[config.mk]
export PLATFORM = sky130hd
export DESIGN_NAME = cache_set_ctrl_4_elmt
export DESIGN_NICKNAME = d
export VERILOG_FILES = /design/src/rtl/cache_set_pkg.sv /design/src/rtl/cache_tag_match_4.sv /design/src/rtl/cache_set_ctrl_4_elmt.sv
export SDC_FILE = /design/constraint.sdc
export NUM_CORES = 1
export LEC_CHECK = 0
export ABC_AREA = 1
export CORE_MARGIN = 2
export CORE_UTILIZATION = 38
export CTS_BUF_LIST = sky130_fd_sc_hd__clkbuf_4 sky130_fd_sc_hd__clkbuf_8
export CTS_CLUSTER_DIAMETER = 200
export DETAILED_ROUTE_END_ITERATION = 10
export SYNTH_ARGS = -nofsm -noshare
export SYNTH_HDL_FRONTEND = slang
export SYNTH_HIERARCHICAL = 1
export SYNTH_SLANG_ARGS = --single-unit
[constraint.sdc]
create_clock -name clk -period 5.3 [get_ports clk]
set_clock_uncertainty 0.05 [all_clocks]
set_input_delay 1.325 -clock clk [delete_from_list [all_inputs] [get_ports clk]]
set_output_delay 1.325 -clock clk [all_outputs]
set_load 0.01 [all_outputs]
[src/rtl/cache_set_pkg.sv]
// Shared types and constants for the 4-way cache set controller.
package cache_set_pkg;

    localparam int unsigned NUM_WAYS = 4;
    localparam int unsigned WAY_W    = 2;

    typedef enum logic [1:0] {
        IDLE,
        LOOKUP,
        REFILL,
        RESP
    } state_t;

    typedef logic [WAY_W-1:0] way_idx_t;

endpackage

[src/rtl/cache_tag_match_4.sv]
// Combinational tag comparator for a 4-way set: reports the hit way and the
// lowest-numbered invalid way.
module cache_tag_match_4
    import cache_set_pkg::*;
#(
    parameter int unsigned TAG_W = 8
)
(
    input  logic [NUM_WAYS-1:0][TAG_W-1:0] tags,
    input  logic [NUM_WAYS-1:0]            valid,
    input  logic [TAG_W-1:0]               lookup_tag,
    output logic                           hit,
    output way_idx_t                       hit_way,
    output logic                           any_invalid,
    output way_idx_t                       first_invalid_way
);

    // Scan ways upward; the first invalid way found is kept, a tag can match at most once.
    always_comb begin
        hit               = 1'b0;
        hit_way           = '0;
        any_invalid       = 1'b0;
        first_invalid_way = '0;
        for (int unsigned i = 0; i < NUM_WAYS; i++) begin
            if (valid[i] && (tags[i] == lookup_tag)) begin
                hit     = 1'b1;
                hit_way = way_idx_t'(i);
            end
            if (!valid[i] && !any_invalid) begin
                any_invalid       = 1'b1;
                first_invalid_way = way_idx_t'(i);
            end
        end
    end

endmodule

[src/rtl/cache_set_ctrl_4_elmt.sv]
// Tag-lookup and refill controller for one 4-way cache set, feeding the
// 4-element LRU tracker. Optional hit/miss counters are enabled by defining
// CACHE_SET_CTRL_STATS_EN.
module cache_set_ctrl_4_elmt
    import cache_set_pkg::*;
#(
    parameter int unsigned TAG_W = 8
)
(
    input  logic             clk,
    input  logic             rst,
    input  logic             req_v_i,
    input  logic [TAG_W-1:0] req_tag_i,
    output logic             req_ready_o,
    input  logic             flush_i,
    output logic             resp_v_o,
    output logic             resp_hit_o,
    output logic [1:0]       resp_way_o,
    output logic             refill_v_o,
    output logic [TAG_W-1:0] refill_tag_o,
    input  logic             refill_ack_i,
    input  logic [1:0]       lru_index_i,
    output logic             lru_access_o,
    output logic [1:0]       lru_way_o
`ifdef CACHE_SET_CTRL_STATS_EN
    ,
    output logic [15:0]      hit_cnt_o,
    output logic [15:0]      miss_cnt_o
`endif
);

    state_t                        state;
    logic [NUM_WAYS-1:0]           valid;
    logic [NUM_WAYS-1:0][TAG_W-1:0] tags;
    logic [TAG_W-1:0]              tag_q;
    way_idx_t                      way_q;
    logic                          hit_flag;

    logic                          m_hit;
    way_idx_t                      m_hit_way;
    logic                          m_any_invalid;
    way_idx_t                      m_first_invalid;

    cache_tag_match_4 #(.TAG_W(TAG_W)) u_match (
        .tags              (tags),
        .valid             (valid),
        .lookup_tag        (tag_q),
        .hit               (m_hit),
        .hit_way           (m_hit_way),
        .any_invalid       (m_any_invalid),
        .first_invalid_way (m_first_invalid)
    );

    // Ready is held low while reset is asserted so every output reads 0 in reset.
    assign req_ready_o = rst & (state == IDLE) & ~flush_i;

    // Controller FSM; response and tracker strobes are registered on leaving RESP.
    always_ff @(posedge clk or negedge rst) begin
        if (!rst) begin
            state        <= IDLE;
            valid        <= '0;
            tags         <= '0;
            tag_q        <= '0;
            way_q        <= '0;
            hit_flag     <= 1'b0;
            refill_v_o   <= 1'b0;
            refill_tag_o <= '0;
            resp_v_o     <= 1'b0;
            resp_hit_o   <= 1'b0;
            resp_way_o   <= '0;
            lru_access_o <= 1'b0;
            lru_way_o    <= '0;
        end else begin
            resp_v_o     <= 1'b0;
            resp_hit_o   <= 1'b0;
            resp_way_o   <= '0;
            lru_access_o <= 1'b0;
            lru_way_o    <= '0;
            case (state)
                IDLE: begin
                    if (flush_i) begin
                        valid <= '0;
                    end else if (req_v_i) begin
                        tag_q <= req_tag_i;
                        state <= LOOKUP;
                    end
                end
                LOOKUP: begin
                    if (m_hit) begin
                        way_q    <= m_hit_way;
                        hit_flag <= 1'b1;
                        state    <= RESP;
                    end else begin
                        way_q        <= m_any_invalid ? m_first_invalid : lru_index_i;
                        refill_v_o   <= 1'b1;
                        refill_tag_o <= tag_q;
                        state        <= REFILL;
                    end
                end
                REFILL: begin
                    if (refill_ack_i) begin
                        tags[way_q]  <= tag_q;
                        valid[way_q] <= 1'b1;
                        hit_flag     <= 1'b0;
                        refill_v_o   <= 1'b0;
                        refill_tag_o <= '0;
                        state        <= RESP;
                    end
                end
                RESP: begin
                    resp_v_o     <= 1'b1;
                    resp_hit_o   <= hit_flag;
                    resp_way_o   <= way_q;
                    lru_access_o <= 1'b1;
                    lru_way_o    <= way_q;
                    state        <= IDLE;
                end
                default: state <= IDLE;
            endcase
        end
    end

`ifdef CACHE_SET_CTRL_STATS_EN
    // Saturating hit/miss counters, cleared by a flush honoured in IDLE.
    always_ff @(posedge clk or negedge rst) begin
        if (!rst) begin
            hit_cnt_o  <= '0;
            miss_cnt_o <= '0;
        end else if ((state == IDLE) && flush_i) begin
            hit_cnt_o  <= '0;
            miss_cnt_o <= '0;
        end else if (state == RESP) begin
            if (hit_flag) begin
                if (hit_cnt_o != '1) hit_cnt_o <= hit_cnt_o + 16'd1;
            end else begin
                if (miss_cnt_o != '1) miss_cnt_o <= miss_cnt_o + 16'd1;
            end
        end
    end
`endif

endmodule

After elaboration in Yosys (flattened, before gate mapping)

Cells that the tools add are included.

Register bits after elaboration: 62
Bits in latches: 0
Memory bits (writable): 0
Bits in read-only memories: 0
Word-level logic and storage cells: 95
Memories kept: 0

Add/sub/neg operators: 0
Multipliers: 0
Divide/modulo/power cells: 0
Magnitude comparators: 2
Equal/unequal tests: 13
Shifts and indexed selects: 0
Mux-type cells: 40
Bitwise gates (word level): 4
Reduce and logical (&&, ||, !) cells: 22

Operator list:

| cell                                                                                | count |
|---|---|
| 32-bit bitwise mux                                                                  | 1 |
| 8-bit == test                                                                       | 4 |
| 8-bit two-way mux                                                                   | 3 |
| 2-bit two-way mux                                                                   | 10 |
| 1-bit two-way mux                                                                   | 17 |
| 8-bit demux with 2-bit select                                                       | 1 |
| 8-bit case mux with 2 select lines                                                  | 1 |
| 3-bit AND reduction                                                                 | 5 |
| 2-bit != test, second input constant                                                | 6 |
| 1-bit logical AND                                                                   | 8 |
| 4-bit two-way mux                                                                   | 2 |
| 2-bit case mux with 4 select lines                                                  | 1 |
| 4-bit case mux with 2 select lines                                                  | 1 |
| 1-bit zero test                                                                     | 5 |
| 2-bit == test, second input constant                                                | 2 |
| 4-bit bitwise OR                                                                    | 1 |
| 1-bit case mux with 2 select lines                                                  | 2 |
| 2-bit nonzero test                                                                  | 2 |
| 2-bit by 3-bit < comparator with 1-bit output, second input constant                | 1 |
| 1-bit AND                                                                           | 2 |
| 1-bit demux with 2-bit select                                                       | 1 |
| 2-bit by 1-bit == test with 1-bit output, second input constant                     | 1 |
| 2-bit by 1-bit greater-or-equal comparator with 1-bit output, second input constant | 1 |
| 2-bit zero test                                                                     | 1 |
| 2 further kinds                                                                     | 2 |

Longest topological paths before layout

Gate-level depths: netlist of run 1.

Depth after elaboration: 11
Mapped depth: 13
Mapped depth without buffers: 13

By module

The synthesis of run 1 kept the hierarchy.

By module, submodules not included:

| module                | times used | cells each | area each (um2) | sequential area each (um2) |
|---|---|---|---|---|
| cache_set_ctrl_4_elmt | 1          | 295        | 2678.8          | 1551.5 |
| cache_tag_match_4     | 1          | 151        | 619.3           | 0.0 |

Least setup slack after synthesis of run 1

No wires, ideal clock.

Path kind: in2out
Start: input rst
End: output req_ready_o
Arrival: 1527 ps
Slack: 2398 ps
Stages on the path: 2
Buffers on the path: 0
Cells stage by stage: nand2_1 nor2_1

Longest elaborated chain between the ends: 2

Ends and longest elaborated chain:

| item                   | line                        | source |
|---|---|---|
| from (decl)            | cache_set_ctrl_4_elmt.sv:11 | `input logic rst,` |
| 1-bit AND (2 in a row) | cache_set_ctrl_4_elmt.sv:55 | `assign req_ready_o = rst & (state == IDLE) & ~flush_i;` |
| to (decl)              | cache_set_ctrl_4_elmt.sv:14 | `output logic req_ready_o,` |

No other way between the ends.

Worst setup path after layout of run 1

Start: input flush_i
End: output req_ready_o

Longest elaborated chain between the ends: 2

Ends and longest elaborated chain:

| item                       | line                        | source |
|---|---|---|
| from (decl)                | cache_set_ctrl_4_elmt.sv:15 | `input logic flush_i,` |
| 1-bit NOT (no source line) | n/a                         |  |
| 1-bit AND                  | cache_set_ctrl_4_elmt.sv:55 |  |

No other way between the ends.

==> impl_metrics.prom, run 1 <==
# TYPE chip_impl_metric gauge
chip_impl_metric{name="ir_worst_vdd",unit="uV"} 244.2
chip_impl_metric{name="drtIter0Drc",unit=""} 143
chip_impl_metric{name="post-dp-hpwl",unit="mm"} 5.527
chip_impl_metric{name="postLayoutCoreUtil",unit="%"} 46.25
chip_impl_metric{name="synth_compound_area_share",unit="%"} 9.256
chip_impl_metric{name="report.final.setup_viol",unit=""} 0
chip_impl_metric{name="fin_crit",unit="ns"} 3.756
chip_impl_metric{name="post_synth_mux_area_share",unit="%"} 0
chip_impl_metric{name="clkLatencyLatePin",unit="ns"} 0.34
chip_impl_metric{name="detailedRoute.firstPassIterationCount",unit=""} 5
chip_impl_metric{name="remaining_drc_errors",unit=""} 0
chip_impl_metric{name="timing.final.max_slew_violations",unit=""} 0
chip_impl_metric{name="synth-warning-count",unit=""} 6
chip_impl_info{name="most-common-layout-cells",value="159 x sky130_fd_sc_hd__nand2_1, 62 x sky130_fd_sc_hd__dfrtp_1, 58 x sky130_fd_sc_hd__nor2_1"} 1
chip_impl_info{name="worst-setup-path-type",value="input pin to output pin"} 1
chip_impl_metric{name="antennaDiodeCount",unit=""} 0
chip_impl_metric{name="max_freq",unit="MHz"} 266.2
chip_impl_metric{name="top_level_ports",unit=""} 32
chip_impl_metric{name="initial_util",unit="%"} 39.74
chip_impl_metric{name="overall_routing_resource_usage",unit="%"} 17.16
chip_impl_metric{name="globalRouteOverflowTotal",unit=""} 0
chip_impl_metric{name="power.total",unit="W"} 0.002278
chip_impl_info{name="hold_class",value="flip-flop to flip-flop"} 1
chip_impl_metric{name="path_clk_slew",unit="ns"} 0.06
chip_impl_metric{name="setup_total_negative_slack",unit="ns"} 0
chip_impl_metric{name="synth-seq-cells",unit=""} 62
chip_impl_info{name="clock-root-buffer",value="sky130_fd_sc_hd__clkbuf_8"} 1
chip_impl_metric{name="max-slew-margin-rel",unit="%"} 46.00
chip_impl_metric{name="synth_nets",unit=""} 468
chip_impl_metric{name="synth.lib_cells_used.distinct",unit=""} 25
chip_impl_metric{name="antenna_violations_before_repair",unit=""} 0
chip_impl_metric{name="cp_data_arrival_time",unit="ns"} 2.38
chip_impl_metric{name="area_growth",unit="%"} 16.39
chip_impl_metric{name="timing.final.crit_share",unit="%"} 70.87
chip_impl_metric{name="place.detailed.instances",unit=""} 574
chip_impl_metric{name="num_rows",unit=""} 33
chip_impl_metric{name="route.antenna.remaining_nets",unit=""} 0
chip_impl_info{name="endpoint_kind",value="output pin"} 1
chip_impl_metric{name="cts-buffers-inserted",unit=""} 9
chip_impl_metric{name="post_synth_inst_count",unit=""} 446
chip_impl_metric{name="via_count_of_the_first_global_routing_pass",unit=""} 2677
chip_impl_metric{name="cts_hold_buffers",unit=""} 0
chip_impl_metric{name="synth_xor_xnor_area_share",unit="%"} 1.062
chip_impl_metric{name="max_cap_viol_count",unit=""} 0
chip_impl_metric{name="via_per_instance_ratio",unit=""} 4.662
chip_impl_metric{name="hold_ws",unit="ns"} 0.4136
chip_impl_metric{name="worst_ep_required_time",unit="ns"} 3.92
chip_impl_metric{name="yosys.area_share.adder",unit="%"} 2.656
chip_impl_metric{name="gp_routability_congestion",unit=""} 0.8541
chip_impl_metric{name="wl_per_cell",unit="um"} 12.67
chip_impl_info{name="final_common_cell",value="sky130_fd_sc_hd__nand2_1"} 1
chip_impl_metric{name="core_area",unit="um^2"} 8299
chip_impl_metric{name="vertical_die_dimension",unit="um"} 97.17
chip_impl_metric{name="vias",unit=""} 2746
chip_impl_info{name="postSynth.topFlopCell",value="sky130_fd_sc_hd__dfrtp_1"} 1
chip_impl_metric{name="share_of_synthesized_area_occupied_by_flip_flops_and_latches",unit="%"} 47.04
chip_impl_metric{name="global_route_wire_length_before_repair",unit="mm"} 12.91
chip_impl_metric{name="async_flop_share",unit="%"} 100.0
chip_impl_metric{name="drive_above_1_share",unit="%"} 6.405
chip_impl_metric{name="power_density",unit="nW/um^2"} 593.5
chip_impl_metric{name="synth-simple-area-share",unit="%"} 30.88
chip_impl_metric{name="power.leakage",unit="nW"} 2.028
chip_impl_info{name="run_status",value="complete, no violations"} 1
chip_impl_metric{name="final.fill_count",unit=""} 849
chip_impl_metric{name="cts.repair_timing.setup_buffer_count",unit=""} 0
chip_impl_metric{name="timing_hold_violations_final",unit=""} 0
chip_impl_metric{name="crit_path_max_fanout",unit=""} 2
chip_impl_metric{name="clock-sinks",unit=""} 62
chip_impl_metric{name="floorplan.die_area",unit="um^2"} 9441
chip_impl_info{name="combinational_family_with_the_most_area_after_synthesis",value="simple AND/OR/NAND/NOR gates"} 1
chip_impl_metric{name="average_cell_area_after_synthesis",unit="um^2"} 7.395
chip_impl_metric{name="synth_edf_count",unit=""} 0
chip_impl_info{name="critPathLaunchType",value="input pin"} 1
chip_impl_metric{name="clock_path_buffers",unit=""} 2
chip_impl_metric{name="final_net_count",unit=""} 502
chip_impl_metric{name="netlist_area_pre_place",unit="um^2"} 3298
chip_impl_metric{name="htree_num_levels",unit=""} 3
chip_impl_metric{name="worst_pin_slew",unit="ns"} 0.8100
chip_impl_metric{name="port-buffer-count",unit=""} 31
chip_impl_metric{name="routed_wl",unit="mm"} 7.464
chip_impl_info{name="tritoncts",value="done"} 1
chip_impl_metric{name="largest_net_degree_at_the_start_of_global_routing",unit=""} 63
chip_impl_metric{name="fp.dieW",unit="um"} 97.17
chip_impl_metric{name="final_cell_count_no_fill",unit=""} 589
chip_impl_metric{name="post_cts.resized_instances",unit=""} 0
chip_impl_info{name="rsz0062_at_grt",value="no"} 1
[sequential cells by signal, indices dropped and copies added, names as in the netlist]
signal and count:
lru_way_o 2, lru_access_o 1, way_q 2, refill_tag_o 8, valid 4, state 2, refill_v_o 1, tag_q 8
hit_flag 1, tags 32, resp_hit_o 1
[cell usage after synthesis, types with 3 or more instances]
master	instances	area [um^2]
sky130_fd_sc_hd__nand2_1	159	596.8
sky130_fd_sc_hd__inv_1	56	210.2
sky130_fd_sc_hd__nand2_2	3	18.77
sky130_fd_sc_hd__buf_6	4	45.04
sky130_fd_sc_hd__dfrtp_1	62	1551
sky130_fd_sc_hd__o21ai_0	30	150.1
sky130_fd_sc_hd__nor2_1	58	217.7
sky130_fd_sc_hd__a21oi_1	23	115.1
sky130_fd_sc_hd__xnor2_1	4	35.03
sky130_fd_sc_hd__buf_4	3	22.52
sky130_fd_sc_hd__nand3_1	20	100.1
sky130_fd_sc_hd__ha_1	7	87.58
[per-stage QoR]
step	setup slack, ns	cell area (um^2)
finish	1.544	3839
detailed placement	1.548	3665
CTS	1.536	3839
global route	1.491	3839
floorplan	2.398	3298
global placement	1.540	3665
[final timing paths]
path / start / end / cells past startpoint / slack, ns
max: flush_i / req_ready_o / 3 / 1.54
min: hit_flag$_DFFE_PN0P_ / resp_hit_o$_DFF_PN0_ / 2 / 0.41
max reg2reg: tag_q[7]$_DFFE_PN0P_ / refill_v_o$_DFFE_PN0P_ / 12 / 3.09
min reg2reg: hit_flag$_DFFE_PN0P_ / resp_hit_o$_DFF_PN0_ / 2 / 0.41
max in group asynchronous: rst / refill_tag_o[0]$_DFFE_PN0P_ / 2 / 3.47
min in group asynchronous: rst / tag_q[5]$_DFFE_PN0P_ / 2 / 1.19
[where the power goes]
part / total (W) / internal (W) / switching, W
clock network: 0.000373 / 0.000190 / 0.000183
logic: 0.00100 / 0.000400 / 0.000603
registers: 0.000902 / 0.000697 / 0.000204
total: 0.00228 / 0.00129 / 0.000991
[layout make-up]
| class | instances | area, um^2 | area share, % |
|---|---|---|---|
| well taps | 105 | 131.4 | 3.422 |
| repair buffers | 32 | 312.8 | 8.149 |
| flip-flops and latches | 62 | 1551 | 40.42 |
| clock inverters | 4 | 22.52 | 0.5867 |
| clock buffers | 11 | 151.4 | 3.944 |
| multi-input cells | 316 | 1446 | 37.68 |
| inverters | 59 | 222.7 | 5.802 |
[kinds of logic after synthesis]
group / Yosys count
compound gates: 58
xor+xnor: 4
fa+ha+maj: 7
buf+inv: 68
flops: 62
simple gates: 247
[critical path: stages]
cell and delay [ns]:
sky130_fd_sc_hd__clkdlybuf4s50_1 0.42, sky130_fd_sc_hd__nor2_1 0.10, sky130_fd_sc_hd__clkdlybuf4s50_1 0.54
[routing by layer]
metal  up-vias  part of all wire, %  global-route usage (%)
met5         -                    0                       0
met3         7                  3.4                   4.245
met1      1264                   48                   22.77
li1       1435                    -                       -
met4         0                  1.2                   5.634
met2        40                   47                   27.56
Power figures use the tool's default switching activity.
==> run 2, diff against run 1 <==
- clock period: 5.3 -> 3.3 ns (I/O delays scaled with it)
==> impl_metrics.prom, run 2 (synthesis gave the netlist of run 1 again) <==
# TYPE chip_impl_metric gauge
chip_impl_metric{name="power.leakage",unit="nW"} 2.062
chip_impl_metric{name="via_count_of_the_first_global_routing_pass",unit=""} 2829
chip_impl_metric{name="max-slew-margin-rel",unit="%"} 47.27
chip_impl_metric{name="cts-buffers-inserted",unit=""} 9
chip_impl_metric{name="placedInstanceArea",unit="um^2"} 3665
chip_impl_metric{name="timing_hold_violations_final",unit=""} 0
chip_impl_metric{name="antenna_violations_before_repair",unit=""} 0
chip_impl_info{name="rsz0062_at_grt",value="no"} 1
chip_impl_metric{name="setup_total_negative_slack",unit="ns"} 0
chip_impl_metric{name="antennaDiodeCount",unit=""} 0
chip_impl_metric{name="largest_net_degree_at_the_start_of_global_routing",unit=""} 63
chip_impl_metric{name="power_density",unit="nW/um^2"} 996.2
chip_impl_metric{name="routed_wl",unit="mm"} 7.626
chip_impl_info{name="largest_register",value="tags"} 1
chip_impl_metric{name="num_rows",unit=""} 33
chip_impl_metric{name="route.antenna.remaining_nets",unit=""} 0
chip_impl_metric{name="overall_routing_resource_usage",unit="%"} 17.29
chip_impl_info{name="hold_class",value="flip-flop to flip-flop"} 1
chip_impl_metric{name="floorplan.die_area",unit="um^2"} 9441
chip_impl_info{name="clock-root-buffer",value="sky130_fd_sc_hd__clkbuf_8"} 1
chip_impl_info{name="worst-setup-path-type",value="flip-flop to output pin"} 1
chip_impl_metric{name="clock_path_buffers",unit=""} 2
chip_impl_metric{name="worst_ep_required_time",unit="ns"} 2.42
chip_impl_metric{name="clkLatencyLatePin",unit="ns"} 0.35
chip_impl_metric{name="timing.final.max_slew_violations",unit=""} 0
chip_impl_metric{name="post_cts.resized_instances",unit=""} 0
chip_impl_metric{name="cts_hold_buffers",unit=""} 0
chip_impl_metric{name="fp.dieW",unit="um"} 97.17
chip_impl_metric{name="max_freq",unit="MHz"} 356.7
chip_impl_metric{name="globalRouteOverflowTotal",unit=""} 0
chip_impl_metric{name="port-buffer-count",unit=""} 31
chip_impl_info{name="tritoncts",value="done"} 1
chip_impl_metric{name="ir_worst_vdd",unit="uV"} 522.0
chip_impl_info{name="endpoint_kind",value="output pin"} 1
chip_impl_metric{name="area_growth",unit="%"} 18.44
chip_impl_metric{name="crit_path_max_fanout",unit=""} 6
chip_impl_metric{name="via_per_instance_ratio",unit=""} 4.763
chip_impl_metric{name="gp_routability_congestion",unit=""} 0.8505
chip_impl_metric{name="ff_latch_area",unit="um^2"} 1551
chip_impl_metric{name="timing.final.crit_share",unit="%"} 84.95
chip_impl_metric{name="detailedRoute.firstPassIterationCount",unit=""} 4
chip_impl_metric{name="largest_reg_flops",unit=""} 32
chip_impl_metric{name="hold_ws",unit="ns"} 0.4152
chip_impl_info{name="reg.largest.list",value="tags: 32 flops, refill_tag_o: 8 flops, tag_q: 8 flops"} 1
chip_impl_metric{name="multi_input_area",unit="um^2"} 1446
chip_impl_metric{name="design_area",unit="um^2"} 3906
chip_impl_metric{name="max_cap_viol_count",unit=""} 0
chip_impl_metric{name="drtIter0Drc",unit=""} 152
chip_impl_metric{name="wl_per_cell",unit="um"} 12.93
chip_impl_metric{name="initial_util",unit="%"} 39.74
chip_impl_info{name="most-common-layout-cells",value="159 x sky130_fd_sc_hd__nand2_1, 62 x sky130_fd_sc_hd__dfrtp_1, 58 x sky130_fd_sc_hd__nor2_1"} 1
chip_impl_info{name="final_common_cell",value="sky130_fd_sc_hd__nand2_1"} 1
chip_impl_info{name="run_status",value="complete, no violations"} 1
chip_impl_metric{name="worst_pin_slew",unit="ns"} 0.7909
chip_impl_metric{name="clock-sinks",unit=""} 62
chip_impl_metric{name="htree_num_levels",unit=""} 3
chip_impl_metric{name="vias",unit=""} 2810
chip_impl_metric{name="global_route_wire_length_before_repair",unit="mm"} 13.12
chip_impl_metric{name="cp_data_arrival_time",unit="ns"} 1.93
chip_impl_metric{name="remaining_drc_errors",unit=""} 0
chip_impl_metric{name="core_area",unit="um^2"} 8299
chip_impl_metric{name="cts.repair_timing.setup_buffer_count",unit=""} 0
chip_impl_metric{name="final_net_count",unit=""} 502
chip_impl_info{name="critPathLaunchType",value="flip-flop"} 1
chip_impl_metric{name="top_level_ports",unit=""} 32
chip_impl_metric{name="path_clk_slew",unit="ns"} 0.06
chip_impl_metric{name="fin_crit",unit="ns"} 2.803
chip_impl_metric{name="final.fill_count",unit=""} 815
chip_impl_metric{name="post-dp-hpwl",unit="mm"} 5.515
chip_impl_metric{name="drive_above_1_share",unit="%"} 6.598
chip_impl_metric{name="vertical_die_dimension",unit="um"} 97.17
chip_impl_metric{name="report.final.setup_viol",unit=""} 0
run 2: final cells by class:
type	instances	area share, %
clock buffers	12	3.748
well taps	105	3.363
flip-flops and latches	62	39.72
clock inverters	4	2.434
repair buffers	32	8.008
multi-input cells	316	37.03
inverters	59	5.701
run 2: stage by stage:
stage               setup slack [ns]  util (%)  power [W]  instances
finish                        0.4965     47.07   0.003891        590
global route                  0.3528     47.07   0.004248        590
CTS                           0.4703     47.07   0.003928        590
detailed placement            0.5416     44.16   0.003092        574
global placement              0.5328     44.16   0.003053        574
floorplan                      1.398         -   0.002558        446
run 2: path summary, 6_finish.rpt:
kind | cells past startpoint | end | slack [ns] | startpoint
min in group asynchronous | 2 | tag_q[5]$_DFFE_PN0P_ | 0.70 | rst
hold / removal | 2 | resp_hit_o$_DFF_PN0_ | 0.42 | hit_flag$_DFFE_PN0P_
setup / recovery | 5 | req_ready_o | 0.50 | state[0]$_DFFE_PN0P_
hold reg to reg | 2 | resp_hit_o$_DFF_PN0_ | 0.42 | hit_flag$_DFFE_PN0P_
max in group asynchronous | 2 | tags[2]$_DFFE_PN0P_ | 1.97 | rst
setup reg to reg | 12 | refill_v_o$_DFFE_PN0P_ | 1.15 | tag_q[5]$_DFFE_PN0P_
run 2: worst max-delay path: stages, from the launching register on:
cell and delay, ns:
sky130_fd_sc_hd__dfrtp_1 0.44, sky130_fd_sc_hd__inv_1 0.16, sky130_fd_sc_hd__ha_1 0.27, sky130_fd_sc_hd__nand2_1 0.08, sky130_fd_sc_hd__nor2_1 0.10, sky130_fd_sc_hd__clkdlybuf4s50_1 0.54
run 2: report_power, final:
part	switching [W]	total [W]	leakage, nW	internal (W)
sequential	0.000332	0.00145	0.756	0.00112
clock	0.000294	0.000821	0.125	0.000526
combinational	0.000977	0.00162	1.18	0.000642
run 2: metal layers:
| metal | global-route usage, % | vias up | part of all wire, % |
|---|---|---|---|
| li1 | - | 1433 | - |
| met1 | 22.38 | 1310 | 47 |
| met2 | 28.90 | 58 | 48 |
| met3 | 3.741 | 9 | 3.3 |
| met4 | 5.525 | 0 | 1.0 |
| met5 | 0 | - | 0 |
==> run 3, diff against run 2 <==
- clock period: 3.3 -> 2.6 ns (I/O delays scaled with it)
==> impl_metrics.prom, run 3 (synthesis gave the netlist of run 1 again) <==
# TYPE chip_impl_metric gauge
chip_impl_metric{name="fin_crit",unit="ns"} 2.465
chip_impl_metric{name="dp_slack",unit="ns"} 0.1850
chip_impl_metric{name="wl_per_cell",unit="um"} 12.73
chip_impl_metric{name="timing_hold_violations_final",unit=""} 0
chip_impl_metric{name="power.total",unit="W"} 0.004806
chip_impl_metric{name="report.final.setup_viol",unit=""} 0
chip_impl_metric{name="power.leakage",unit="nW"} 2.054
chip_impl_info{name="highest_metal_used",value="met4"} 1
chip_impl_metric{name="design_area",unit="um^2"} 3910
chip_impl_info{name="crit-reg2reg-launch",value="tag_q[1]$_DFFE_PN0P_"} 1
chip_impl_metric{name="overall_routing_resource_usage",unit="%"} 17.18
chip_impl_metric{name="met2RoutedLength",unit="mm"} 3.598
chip_impl_metric{name="num_rows",unit=""} 33
chip_impl_metric{name="gp_routability_congestion",unit=""} 0.8519
chip_impl_metric{name="largest_net_degree_at_the_start_of_global_routing",unit=""} 37
chip_impl_metric{name="setup_total_negative_slack",unit="ns"} 0
chip_impl_metric{name="area_growth",unit="%"} 18.55
chip_impl_info{name="hold_class",value="input pin to asynchronous set/reset pin"} 1
chip_impl_info{name="reg.largest.list",value="tags: 32 flops, refill_tag_o: 8 flops, tag_q: 8 flops"} 1
chip_impl_metric{name="core_area",unit="um^2"} 8299
chip_impl_metric{name="final.fill_count",unit=""} 828
chip_impl_metric{name="fp.dieW",unit="um"} 97.17
chip_impl_metric{name="clock-sinks",unit=""} 62
chip_impl_metric{name="r2r.worst_path.cells",unit=""} 11
chip_impl_metric{name="vertical_die_dimension",unit="um"} 97.17
chip_impl_metric{name="route.antenna.remaining_nets",unit=""} 0
chip_impl_metric{name="globalRouteOverflowTotal",unit=""} 0
chip_impl_metric{name="cts_hold_buffers",unit=""} 0
chip_impl_metric{name="vias",unit=""} 2762
chip_impl_metric{name="timing.final.crit_share",unit="%"} 94.81
chip_impl_metric{name="worst_setup_slack_final",unit="ns"} 0.1349
chip_impl_metric{name="initial_util",unit="%"} 39.74
chip_impl_metric{name="placedInstanceArea",unit="um^2"} 3687
chip_impl_metric{name="final_net_count",unit=""} 505
chip_impl_info{name="most-common-layout-cells",value="159 x sky130_fd_sc_hd__nand2_1, 61 x sky130_fd_sc_hd__dfrtp_1, 58 x sky130_fd_sc_hd__nor2_1"} 1
chip_impl_info{name="critPathLaunch",value="state[0]$_DFFE_PN0P_"} 1
chip_impl_metric{name="htree_num_levels",unit=""} 3
chip_impl_metric{name="post-dp-hpwl",unit="mm"} 5.659
chip_impl_metric{name="detailedRoute.firstPassIterationCount",unit=""} 4
chip_impl_metric{name="port-buffer-count",unit=""} 31
chip_impl_metric{name="max-slew-margin-rel",unit="%"} 67.71
chip_impl_metric{name="clkLatencyLatePin",unit="ns"} 0.34
chip_impl_metric{name="wire_length_on_met1",unit="mm"} 3.571
chip_impl_metric{name="antennaDiodeCount",unit=""} 0
chip_impl_metric{name="via_per_instance_ratio",unit=""} 4.658
chip_impl_metric{name="cp_data_arrival_time",unit="ns"} 1.77
chip_impl_info{name="run_status",value="complete, no violations"} 1
chip_impl_info{name="endpoint_kind",value="output pin"} 1
chip_impl_info{name="worstPathCellList",value="inv_2, ha_4, nand2_1, nor2_1, clkdlybuf4s50_1"} 1
chip_impl_metric{name="postLayoutCoreUtil",unit="%"} 47.11
chip_impl_info{name="worstReg2RegEnd",value="refill_v_o$_DFFE_PN0P_"} 1
chip_impl_metric{name="path_clk_slew",unit="ns"} 0.07
chip_impl_metric{name="worst_pin_slew",unit="ns"} 0.4843
chip_impl_metric{name="max_cap_viol_count",unit=""} 0
chip_impl_metric{name="crit_path_max_fanout",unit=""} 6
chip_impl_metric{name="routed_wl",unit="mm"} 7.547
chip_impl_metric{name="power_density",unit="nW/um^2"} 1229
chip_impl_info{name="worst-setup-path-type",value="flip-flop to output pin"} 1
chip_impl_info{name="rsz0062_at_grt",value="no"} 1
chip_impl_metric{name="global_route_wire_length_before_repair",unit="mm"} 13.05
chip_impl_metric{name="antenna_violations_before_repair",unit=""} 0
chip_impl_metric{name="timing.final.max_slew_violations",unit=""} 0
chip_impl_info{name="tritoncts",value="done"} 1
chip_impl_metric{name="worst_ep_required_time",unit="ns"} 1.90
chip_impl_metric{name="remaining_drc_errors",unit=""} 0
chip_impl_metric{name="cts-buffers-inserted",unit=""} 9
chip_impl_info{name="final_common_cell",value="sky130_fd_sc_hd__nand2_1"} 1
chip_impl_metric{name="top_level_ports",unit=""} 32
chip_impl_metric{name="drive_above_1_share",unit="%"} 7.992
chip_impl_metric{name="clock_path_buffers",unit=""} 2
chip_impl_metric{name="r2r_setup_slack",unit="ns"} 0.65
chip_impl_metric{name="largest_reg_flops",unit=""} 32
chip_impl_metric{name="floorplan.die_area",unit="um^2"} 9441
chip_impl_metric{name="via_count_of_the_first_global_routing_pass",unit=""} 2703
chip_impl_info{name="largest_register",value="tags"} 1
chip_impl_metric{name="drtIter0Drc",unit=""} 116
chip_impl_info{name="critPathLaunchType",value="flip-flop"} 1
chip_impl_metric{name="slowest_delay",unit="ns"} 0.54
chip_impl_metric{name="ir_worst_vdd",unit="uV"} 470.4
chip_impl_metric{name="max_freq",unit="MHz"} 405.7
chip_impl_info{name="timing.critical_path.slowest_stage_cell",value="sky130_fd_sc_hd__clkdlybuf4s50_1"} 1
chip_impl_info{name="clock-root-buffer",value="sky130_fd_sc_hd__clkbuf_8"} 1
chip_impl_metric{name="route.met3.wl",unit="um"} 303
run 3: worst max-delay path by stage:
stage	endpoint	slack, ns	depth (start not counted)
2_1_floorplan	req_ready_o	0.89	4
6_report	req_ready_o	0.13	5
4_1_cts	req_ready_o	0.02	5
3_3_place_gp	req_ready_o	0.19	3
5_1_grt	req_ready_o	0.005	5
3_5_place_dp	req_ready_o	0.19	3
run 3: stage by stage:
stage	std cells	hold WS (ns)
2_1_floorplan	446	0.3044
3_3_place_gp	577	0.4088
3_5_place_dp	577	0.4045
4_1_cts	593	0.3595
5_1_grt	593	0.3661
6_report	593	0.3425
run 3: timing repair:
item | CTS | global route
setup endpoints to repair | 1 | 1
setup buffers | 0 | 0
resized for setup | 2 | 3
pin swaps | 0 | 0
run 3: cell type report:
type                            instances  area [um^2]  area share, %
Sequential cell                        62         1553          39.71
Tap cell                              105        131.4          3.360
Clock inverter                          3        42.54          1.088
Clock buffer                           13        166.4          4.256
Multi-Input combinational cell        316         1459          37.31
Inverter                               59        222.7          5.696
Timing Repair Buffer                   35        335.3          8.576
run 3: worst max-delay path: cells and delay by family, from the launching register on:
kind                     cells  cell delay [ns]
AND/OR/NAND/NOR              2             0.13
buffers and inverters        2             0.67
adder cells (fa/ha/maj)      1             0.17
flip-flops                   1             0.45
run 3: metal layers:
metal	track usage (%)	vias to the layer above
li1	-	1441
met5	0	-
met3	4.964	7
met2	28.10	51
met1	22.45	1263
met4	4.334	0
run 3: report_power, final:
group	switching, W	leakage [nW]	internal [W]
Combinational	0.00123	1.19	0.000835
Clock	0.000369	0.106	0.000515
Sequential	0.000429	0.755	0.00142
